[src/rtl/spi_master_mc.sv]
// Full-duplex SPI master: four CPOL/CPHA modes, 1..DATA_W-bit words, NUM_CS chip selects, CS hold.
// Define SPI_LSB_FIRST_EN to add the lsb_first input (LSB-first shifting); default build is MSB-first.
module spi_master_mc #(
    parameter  int DATA_W = 32,
    parameter  int NUM_CS = 4,
    parameter  int DIV_W  = 16,
    localparam int CS_W   = (NUM_CS > 1) ? $clog2(NUM_CS) : 1,
    localparam int LEN_W  = $clog2(DATA_W)
) (
    input  logic              clk,
    input  logic              rst,
    input  logic              start,
    input  logic [DATA_W-1:0] tx_data,
    input  logic [LEN_W-1:0]  len_m1,
    input  logic              cpol,
    input  logic              cpha,
    input  logic [CS_W-1:0]   cs_sel,
    input  logic [DIV_W-1:0]  clkdiv,
    input  logic              hold_cs,
    input  logic              cs_release,
`ifdef SPI_LSB_FIRST_EN
    input  logic              lsb_first,
`endif
    output logic              ready,
    output logic              busy,
    output logic [DATA_W-1:0] rx_data,
    output logic              rx_valid,
    output logic [NUM_CS-1:0] SS_n,
    output logic              SCLK,
    output logic              MOSI,
    input  logic              MISO
);

    typedef enum logic [2:0] {
        S_IDLE,
        S_SETUP,
        S_BITS,
        S_TRAIL,
        S_HOLD
    } state_t;

    localparam logic [LEN_W-1:0] MAX_IDX = LEN_W'(DATA_W - 1);

    state_t              r_state;
    state_t              w_state_nx;
    logic [DIV_W-1:0]    r_cnt;
    logic [DIV_W-1:0]    r_div;
    logic [LEN_W+1:0]    r_edge;
    logic [LEN_W-1:0]    r_len;
    logic                r_cpha;
    logic                r_cpol;
    logic [CS_W-1:0]     r_cs;
    logic                r_hold;
    logic [DATA_W-1:0]   r_sh;
    logic [DATA_W-1:0]   r_rx;
    logic [DATA_W-1:0]   r_rx_data;
    logic                r_rx_valid;
    logic                r_sclk;

    logic                w_tick;
    logic                w_accept;
    logic                w_fire;
    logic                w_lead;
    logic                w_sample;
    logic                w_shift;
    logic                w_done;
    logic [LEN_W+1:0]    w_nedges;
    logic [NUM_CS-1:0]   w_ss_n;
    logic                w_lsb;
    logic                w_lsb_in;

`ifdef SPI_LSB_FIRST_EN
    logic                r_lsb;
    assign w_lsb    = r_lsb;
    assign w_lsb_in = lsb_first;
`else
    assign w_lsb    = 1'b0;
    assign w_lsb_in = 1'b0;
`endif

    // A word of len_m1+1 bits needs two SCLK edges per bit.
    assign w_nedges = {1'b0, r_len, 1'b0} + (LEN_W+2)'(2);
    assign w_tick   = (r_cnt == r_div);
    assign w_lead   = ~r_edge[0];
    assign w_done   = (r_state == S_TRAIL) && w_tick;

    // NOTE: every signal driven here gets a default first, so no path leaves one unassigned (no latch).
    always_comb begin
        w_state_nx = r_state;
        w_accept   = 1'b0;
        w_fire     = 1'b0;
        case (r_state)
            S_IDLE: begin
                if (start) begin
                    w_accept   = 1'b1;
                    w_state_nx = S_SETUP;
                end
            end
            S_SETUP: begin
                if (w_tick) begin
                    w_fire     = 1'b1;
                    w_state_nx = S_BITS;
                end
            end
            S_BITS: begin
                if (w_tick) begin
                    if (r_edge == w_nedges) w_state_nx = S_TRAIL;
                    else                    w_fire     = 1'b1;
                end
            end
            S_TRAIL: begin
                if (w_tick) w_state_nx = r_hold ? S_HOLD : S_IDLE;
            end
            S_HOLD: begin
                if (start) begin
                    w_accept   = 1'b1;
                    w_state_nx = S_SETUP;
                end else if (cs_release) begin
                    w_state_nx = S_IDLE;
                end
            end
            default: w_state_nx = S_IDLE;
        endcase
    end

    // Edge index r_edge is even for leading edges; cpha picks which kind samples and which shifts.
    assign w_sample = w_fire & (w_lead ^ r_cpha);
    assign w_shift  = w_fire & (r_cpha ? (w_lead && (r_edge != '0))
                                       : (!w_lead && (r_edge != w_nedges - (LEN_W+2)'(1))));

    // NOTE: sequential state uses non-blocking assignments; the reset is synchronous and active-high.
    always_ff @(posedge clk) begin
        if (rst) r_state <= S_IDLE;
        else     r_state <= w_state_nx;
    end

    always_ff @(posedge clk) begin
        if (rst) begin
            r_cnt      <= '0;
            r_div      <= '0;
            r_edge     <= '0;
            r_len      <= '0;
            r_cpha     <= 1'b0;
            r_cpol     <= 1'b0;
            r_cs       <= '0;
            r_hold     <= 1'b0;
            r_sh       <= '0;
            r_rx       <= '0;
            r_rx_data  <= '0;
            r_rx_valid <= 1'b0;
            r_sclk     <= 1'b0;
`ifdef SPI_LSB_FIRST_EN
            r_lsb      <= 1'b0;
`endif
        end else begin
            r_rx_valid <= w_done;
            if (w_done) r_rx_data <= r_rx;
            if (w_accept) begin
                r_len  <= len_m1;
                r_cpha <= cpha;
                r_div  <= clkdiv;
                r_hold <= hold_cs;
                r_edge <= '0;
                r_cnt  <= '0;
                r_rx   <= '0;
                r_sh   <= w_lsb_in ? tx_data : (tx_data << (MAX_IDX - len_m1));
`ifdef SPI_LSB_FIRST_EN
                r_lsb  <= lsb_first;
`endif
                // Polarity and chip select may only change while SS_n is deasserted.
                if (r_state == S_IDLE) begin
                    r_cpol <= cpol;
                    r_cs   <= cs_sel;
                    r_sclk <= cpol;
                end
            end else begin
                if (w_tick || (w_state_nx != r_state) || !busy) r_cnt <= '0;
                else                                           r_cnt <= r_cnt + DIV_W'(1);
                if (w_fire) begin
                    r_sclk <= ~r_sclk;
                    r_edge <= r_edge + (LEN_W+2)'(1);
                end
                if (w_sample) begin
                    r_rx <= w_lsb ? ((r_rx >> 1) | (DATA_W'(MISO) << r_len))
                                  : {r_rx[DATA_W-2:0], MISO};
                end
                if (w_shift) r_sh <= w_lsb ? (r_sh >> 1) : (r_sh << 1);
            end
        end
    end

    always_comb begin
        w_ss_n = '1;
        if (r_state != S_IDLE) begin
            for (int i = 0; i < NUM_CS; i++) begin
                if (r_cs == CS_W'(i)) w_ss_n[i] = 1'b0;
            end
        end
    end

    assign ready    = (r_state == S_IDLE) || (r_state == S_HOLD);
    assign busy     = (r_state == S_SETUP) || (r_state == S_BITS) || (r_state == S_TRAIL);
    assign SS_n     = w_ss_n;
    assign SCLK     = r_sclk;
    assign MOSI     = w_lsb ? r_sh[0] : r_sh[DATA_W-1];
    assign rx_data  = r_rx_data;
    assign rx_valid = r_rx_valid;

endmodule

[config.mk]
export PLATFORM = sky130hd
export DESIGN_NAME = spi_master_mc
export DESIGN_NICKNAME = d
export VERILOG_FILES = /design/src/rtl/spi_master_mc.sv
export SDC_FILE = /design/constraint.sdc
export NUM_CORES = 1
export LEC_CHECK = 0
export BUFFER_PORTS_ARGS = -buffer_cell sky130_fd_sc_hd__buf_2
export CORE_MARGIN = 4
export CORE_UTILIZATION = 55
export CTS_BUF_LIST = sky130_fd_sc_hd__clkbuf_4 sky130_fd_sc_hd__clkbuf_8
export CTS_CLUSTER_DIAMETER = 100
export DETAILED_ROUTE_END_ITERATION = 7
export PLACE_DENSITY = 0.77
export SETUP_SLACK_MARGIN = 0.02
export SYNTH_ARGS = -nofsm -noshare
export SYNTH_HDL_FRONTEND = slang
export SYNTH_SLANG_ARGS = --single-unit
[constraint.sdc]
create_clock -name clk -period 2.5 [get_ports clk]
set_input_delay 0.5 -clock clk [delete_from_list [all_inputs] [get_ports clk]]
set_output_delay 0.5 -clock clk [all_outputs]
set_load 0.05 [all_outputs]
* Word-level counts from Yosys, hierarchy flattened
Cells that the tools add are included.
** Word-level totals
- Logic and storage cells :: 82
- Output and inout port bits :: 41
- Bits of input ports :: 63
- Bits in registers :: 149
** Cells by class
- Bitwise operators :: 5
- Reduce and logical (&&, ||, !) cells :: 20
- Add/sub/neg operators :: 5
- Mux-type cells :: 26
- Equal/unequal tests :: 12
- Shift-type cells :: 1
** Operator list (count)
- $mux W32 :: 2
- $shl A32 B5 Y32 :: 1
- $mux W3 :: 8
- $add A16 B1 Y16 const B :: 1
- $eq A16 B16 Y1 :: 1
- $pmux W3 S5 :: 1
- $mux W1 :: 13
- $add A6 B2 Y7 const B :: 1
- $add A7 B1 Y7 const B :: 1
- $eq A7 B7 Y1 :: 1
- $ne A7 B7 Y1 :: 1
- $reduce_bool A7 Y1 :: 1
- $sub A7 B1 Y7 const B :: 1
- $eq A3 B2 Y1 const B :: 2
- $logic_or A1 B1 Y1 :: 5
- $sub A5 B5 Y5 const A :: 1
- $eq A2 B2 Y1 const B :: 2
- $mux W4 :: 1
- $reduce_and A2 Y1 :: 2
- $reduce_bool A2 Y1 :: 2
- $reduce_or A2 Y1 :: 2
- $eq A3 B1 Y1 const B :: 1
- $eq A3 B3 Y1 const B :: 1
- $logic_and A1 B1 Y1 :: 3
- other kinds (12) :: 14

* Depth between registers and ports, before layout
- Word-level depth :: 9
- Gate-level depth with buffers :: 10
- Mapped depth without buffers :: 8

* Least setup slack after synthesis
OpenSTA, ideal clock, no wires.
- Path type :: register to register
- Start point :: register r_len[1]
- End point :: register r_sh[24]
- Library setup time :: 116 ps
- Slack :: -93 ps
- Cell stages (with the launch flop) :: 10
- Path buffers :: 1
- Data required time :: 2384 ps
- Arrival :: 2477 ps
- Period minus slack after synthesis :: 2593 ps
- Path through :: dfxtp_1 ha_1 xor2_1 or4_1 nor4b_4 a2111oi_4 nand2b_1 o21ai_1 buf_2 o211a_1
** Between the ends
- Cells in the longest elaborated chain, start to end :: 7
- Elaborated cells on any way between the ends :: 11
- Those cells by class :: add/sub: 2; eq/ne: 2; mux: 4; bitwise: 1; reduce/logical: 2
** RTL lines
- start: declaration :: RTL line 49 : logic [LEN_W-1:0] r_len;
- start signal: assignment :: RTL line 159 : r_len <= len_m1;
- $add A6 B2 Y7 (*) :: RTL line 82 : assign w_nedges = {1'b0, r_len, 1'b0} + (LEN_W+2)'(2);
- $sub A7 B1 Y7 / $eq A7 B7 Y1 (equally long branches) :: RTL line 129, 107
- $ne A7 B7 Y1 / $mux W1 (equally long branches) :: RTL line 129, 107
- $logic_and A1 B1 Y1 / $mux W1 (equally long branches) :: RTL line 129, 106
- $mux W1 / $pmux W1 S2 (equally long branches) :: RTL line 128, 92
- $and A1 B1 Y1 (*) :: RTL line 128 : assign w_shift = w_fire & (r_cpha ? (w_lead && (r_edge != '0))
- $reduce_bool A2 Y1 (no line) (*)
- end signal: assignment :: RTL line 166 : r_sh <= w_lsb_in ? tx_data : (tx_data << (MAX_IDX - len_m1));
- end signal: assignment :: RTL line 187 : if (w_shift) r_sh <= w_lsb ? (r_sh >> 1) : (r_sh << 1);
- end: declaration :: RTL line 54 : logic [DATA_W-1:0] r_sh;
Mark *: on every way between the ends. The rest lies on a longest branch, timed or not.
A chain may end at the register's enable or synchronous reset.

* Worst setup path in the final report
- Start point :: register r_len[1]
- End point :: register r_sh[9]
The elaborated chain is that of the path after synthesis.

==> summary.txt <==
register area share after synthesis -> 0.366
die outline area -> 16800 sq um
Critical Path Start Type -> flop
worst setup skew after layout -> 0.0127 ns
summed instance area of the synthesized netlist -> 8140 sq um
library cell occupying the most area in the post-synthesis netlist -> sky130_fd_sc_hd__dfxtp_1
standby leakage power -> 4.12 nW
RD Place Congestion -> 1.06
pins over their slew limit -> 0
total routing resource utilization after global routing -> 0.249
TritonCTS clock tree -> built
worst rel slew slack -> 0.554
hold buffer count at CTS -> 0
HP Start -> MISO
worst endpoint required time -> 2.85 ns
Site Rows -> 44
CTS sink cnt -> 149
number of flops mapped to enable cells by yosys -> 0
floorplan die height -> 130 um
number of H-tree levels -> 4
Post-layout nets -> 1104
Period Utilization, post-route -> 0.994
min cycle time layout -> 2.49 ns
RSZ-0062 raised after global routing -> true
Multi-input gate area -> 4950 sq um
layout cells sized above 1 -> 0.283
clock slew at the register clock pins of the worst setup and hold paths -> 0.09 ns
number of non-filler instances in the completed layout -> 1234
status -> completed
Worst setup startpoint -> r_len[1]$_SDFFE_PP0P_
total wire length -> 21800 um
number of port buffers -> 103
via density per instance -> 6.04
cell types with the largest area share after synthesis -> sky130_fd_sc_hd__dfxtp_1 (37%), sky130_fd_sc_hd__mux4_2 (8.8%), sky130_fd_sc_hd__mux2i_1 (7.4%), sky130_fd_sc_hd__nand2_1 (6.6%), sky130_fd_sc_hd__a21oi_1 (4.8%)
clk root buf -> sky130_fd_sc_hd__clkbuf_8
placed insts -> 1190
P&R area growth vs syn -> 21.4%
HP Class -> input pin to flop
residual overflow from global routing -> 0
count of antenna-violating nets left after detailed routing -> 0
Hold Path End -> r_rx[0]$_SDFFE_PP0P_
met2 routing resource usage after global routing -> 0.403
Slowest-stage cell, CP -> sky130_fd_sc_hd__a2111o_1
post-layout power -> 5.87 mW
critical path cell sequence -> ha_4 -> xor2_2 -> or4_4 -> nor4b_4 -> buf_4 -> a2111o_1 -> o21ai_4 -> clkbuf_16 -> nand3_1 -> o211a_1
CP bufs+invs -> 2
Skew-Pair Late Insertion Delay -> 0.46 ns
register area -> 3000 sq um
Largest delay share family, worst path -> compound AO/OA/AOI/OAI gates
Synth async-reset ratio -> 0
initial antenna violation count -> 0
signal arrival time at the worst endpoint -> 2.84 ns
worst hold stages -> 3
maximum number of pins on one net before global-route repair -> 43
initial cell density of the core -> 0.560
setup ws final -> 0.0143 ns
Mapped Avg Cell Area -> 8.94 sq um
endpoint of the most critical register-to-register path -> r_sh[9]$_SDFFE_PP0P_
nature of the critical path endpoint -> flop
Global Route met1 Usage -> 0.324
worst slack at placement -> -0.0263 ns
number of I/O pins -> 104
number of iterations in the first detailed-routing pass -> 6
share of Yosys cell area claimed by the top area cell type -> 0.366
source of the worst register-to-register timing path -> r_len[1]$_SDFFE_PP0P_
highest clock rate -> 0.402 GHz
worst-path maximum fanout -> 7
final routed DRC violation total -> 0
Layout fillers -> 1165
Most Crowded Layer GR -> met2
most frequently used flop master after synthesis -> sky130_fd_sc_hd__dfxtp_1
die width -> 130 um
Hold Slack -> 0.269 ns
power per standard cell area -> 594 nW/um^2
count of inserted antenna diode cells -> 0
cts bufs inserted -> 17
depth of the worst register-to-register path -> 10
hold violation total from the final report -> 0
number of global-route vias before repair -> 6782
Core ar. -> 14500 sq um
deepest clock path buffer count -> 2
max-cap check violation count -> 0
post-detailed-placement half-perimeter wirelength -> 14700 um
slew at the pin with the worst max-slew slack -> 0.650 ns
via total after detailed routing -> 7454
synthesized flop and latch total -> 149
utilization after layout -> 0.680
largest stage delay on the critical path -> 0.46 ns
yosys synthesis warning count -> 0
global-route wire length before repair -> 33400 um
WL/cell -> 17.7 um
type of the worst setup path -> flop to flop
met3 global-route usage -> 0.0507
library cells used by synthesis -> 68
setup-violating endpoint count in the final report -> 0
IR drop worst, VDD -> 0.338 mV
number of instances in the synthesized netlist -> 911
reg-to-reg setup timing slack -> 0.01 ns
total nets after synthesis -> 978
DR iter-0 viols -> 726
==> worst register-to-register path, delay by kind of cell, from the launching register on <==
kind	cells	cell delay (ns)
flip-flops	1	0.37
AO/OA/AOI/OAI	3	0.92
XOR/XNOR	1	0.14
AND/OR/NAND/NOR	3	0.29
buffers and inverters	2	0.39
adder cells (fa/ha/maj)	1	0.28
==> synth_stat cells, drive strengths merged, types with 2 or more instances <==
library cell / n
o211ai: 6
buf: 28
nor2: 82
ha: 4
a2111oi: 2
a211o: 2
clkbuf: 43
nand3b: 2
nand2b: 3
a31oi: 2
a32o: 2
nor3: 7
nor4: 5
nand2: 143
o221a: 4
o211a: 28
or3b: 3
a32oi: 5
inv: 7
nand4: 8
o2bb2ai: 2
a211oi: 4
and3: 9
a21oi: 78
mux4: 32
nor3b: 3
a221oi: 3
or4: 2
nor2b: 8
dfxtp: 149
or3: 5
o21a: 2
mux2i: 60
a222oi: 4
and2: 8
nand3: 51
o21ai: 19
xor2: 34
xnor2: 12
mux2: 5
a22oi: 20
==> area by class of cell <==
class                      instances  share of cell area
clock buffer                      19              0.0264
sequential                       149               0.303
inverter                           8             0.00304
clock inverter                    13              0.0163
timing repair buffer             179               0.127
multi-input combinational        682               0.501
tap                              184              0.0233
==> metal layers <==
layer / up-vias / share of wire
li1: 3541 / -
met2: 354 / 0.48
met1: 3484 / 0.41
met3: 75 / 0.069
met4: 0 / 0.037
met5: - / 0
==> flip-flops by register name (all words and copies together), names as in the netlist, 3 cells and up <==
register	flops
r_sh	32
r_len	5
r_cnt	16
r_state	3
r_edge	7
r_rx	32
rx_data	32
r_div	16
==> worst max path at each step <==
stage,end,slack [ns],cells after the start
CTS,r_rx[29]$_SDFFE_PP0P_,-0.03,8
finish,r_sh[9]$_SDFFE_PP0P_,0.01,10
detailed placement,r_rx[4]$_SDFFE_PP0P_,-0.03,8
global route,r_sh[9]$_SDFFE_PP0P_,-0.07,10
floorplan,r_sh[24]$_SDFFE_PP0P_,0.02,9
global placement,r_rx[4]$_SDFFE_PP0P_,0.01,8
==> through the flow <==
step | setup TNS (ns) | area [sq um]
after CTS | -0.518 | 9640
final | 0 | 9890
after detailed placement | -0.149 | 9170
after floorplan | 0 | 8200
after global routing | -0.731 | 9890
after global placement | 0 | 9170
==> power by group <==
group | switching, mW | total (mW) | leakage, nW | internal, mW
logic | 0.759 | 1.34 | 2.69 | 0.580
registers | 0.0792 | 2.56 | 1.21 | 2.48
clock network | 1.00 | 1.98 | 0.215 | 0.979
total | 1.84 | 5.87 | 4.12 | 4.03
==> cells by family after synthesis <==
kind of cell / count (synthesis) / share of synthesized area
AO/OA/AOI/OAI: 189 / 0.164
XOR/XNOR: 46 / 0.0495
adder cells (fa/ha/maj): 4 / 0.00615
buffers and inverters: 80 / 0.0449
flip-flops: 149 / 0.366
multiplexers: 97 / 0.169
AND/OR/NAND/NOR: 346 / 0.200
==> repair_timing <==
| item | CTS | global route |
|---|---|---|
| cloned | 1 | 5 |
| buffers inserted | 1 | 6 |
| endpoints found under the setup margin | 60 | 65 |
| resized for setup | 1 | 33 |
| pin swaps | 3 | 12 |
==> layout by cell type, fill, tap and decap left out, types with 8 or more instances in the layout <==
cell type and instances:
sky130_fd_sc_hd__buf_2 103, sky130_fd_sc_hd__nor2b_1 8, sky130_fd_sc_hd__dfxtp_1 141, sky130_fd_sc_hd__nand2_1 143, sky130_fd_sc_hd__nand3_1 35, sky130_fd_sc_hd__o21ai_0 15
sky130_fd_sc_hd__a22oi_1 20, sky130_fd_sc_hd__mux4_2 32, sky130_fd_sc_hd__and3_1 9, sky130_fd_sc_hd__nor2_1 82, sky130_fd_sc_hd__xnor2_1 12, sky130_fd_sc_hd__a21oi_1 77
sky130_fd_sc_hd__xor2_1 32, sky130_fd_sc_hd__o211a_1 28, sky130_fd_sc_hd__and2_1 8, sky130_fd_sc_hd__nand3_2 16, sky130_fd_sc_hd__buf_4 61, sky130_fd_sc_hd__mux2i_1 60
sky130_fd_sc_hd__clkbuf_8 19
No activity file was read; power rests on OpenSTA's default activity.
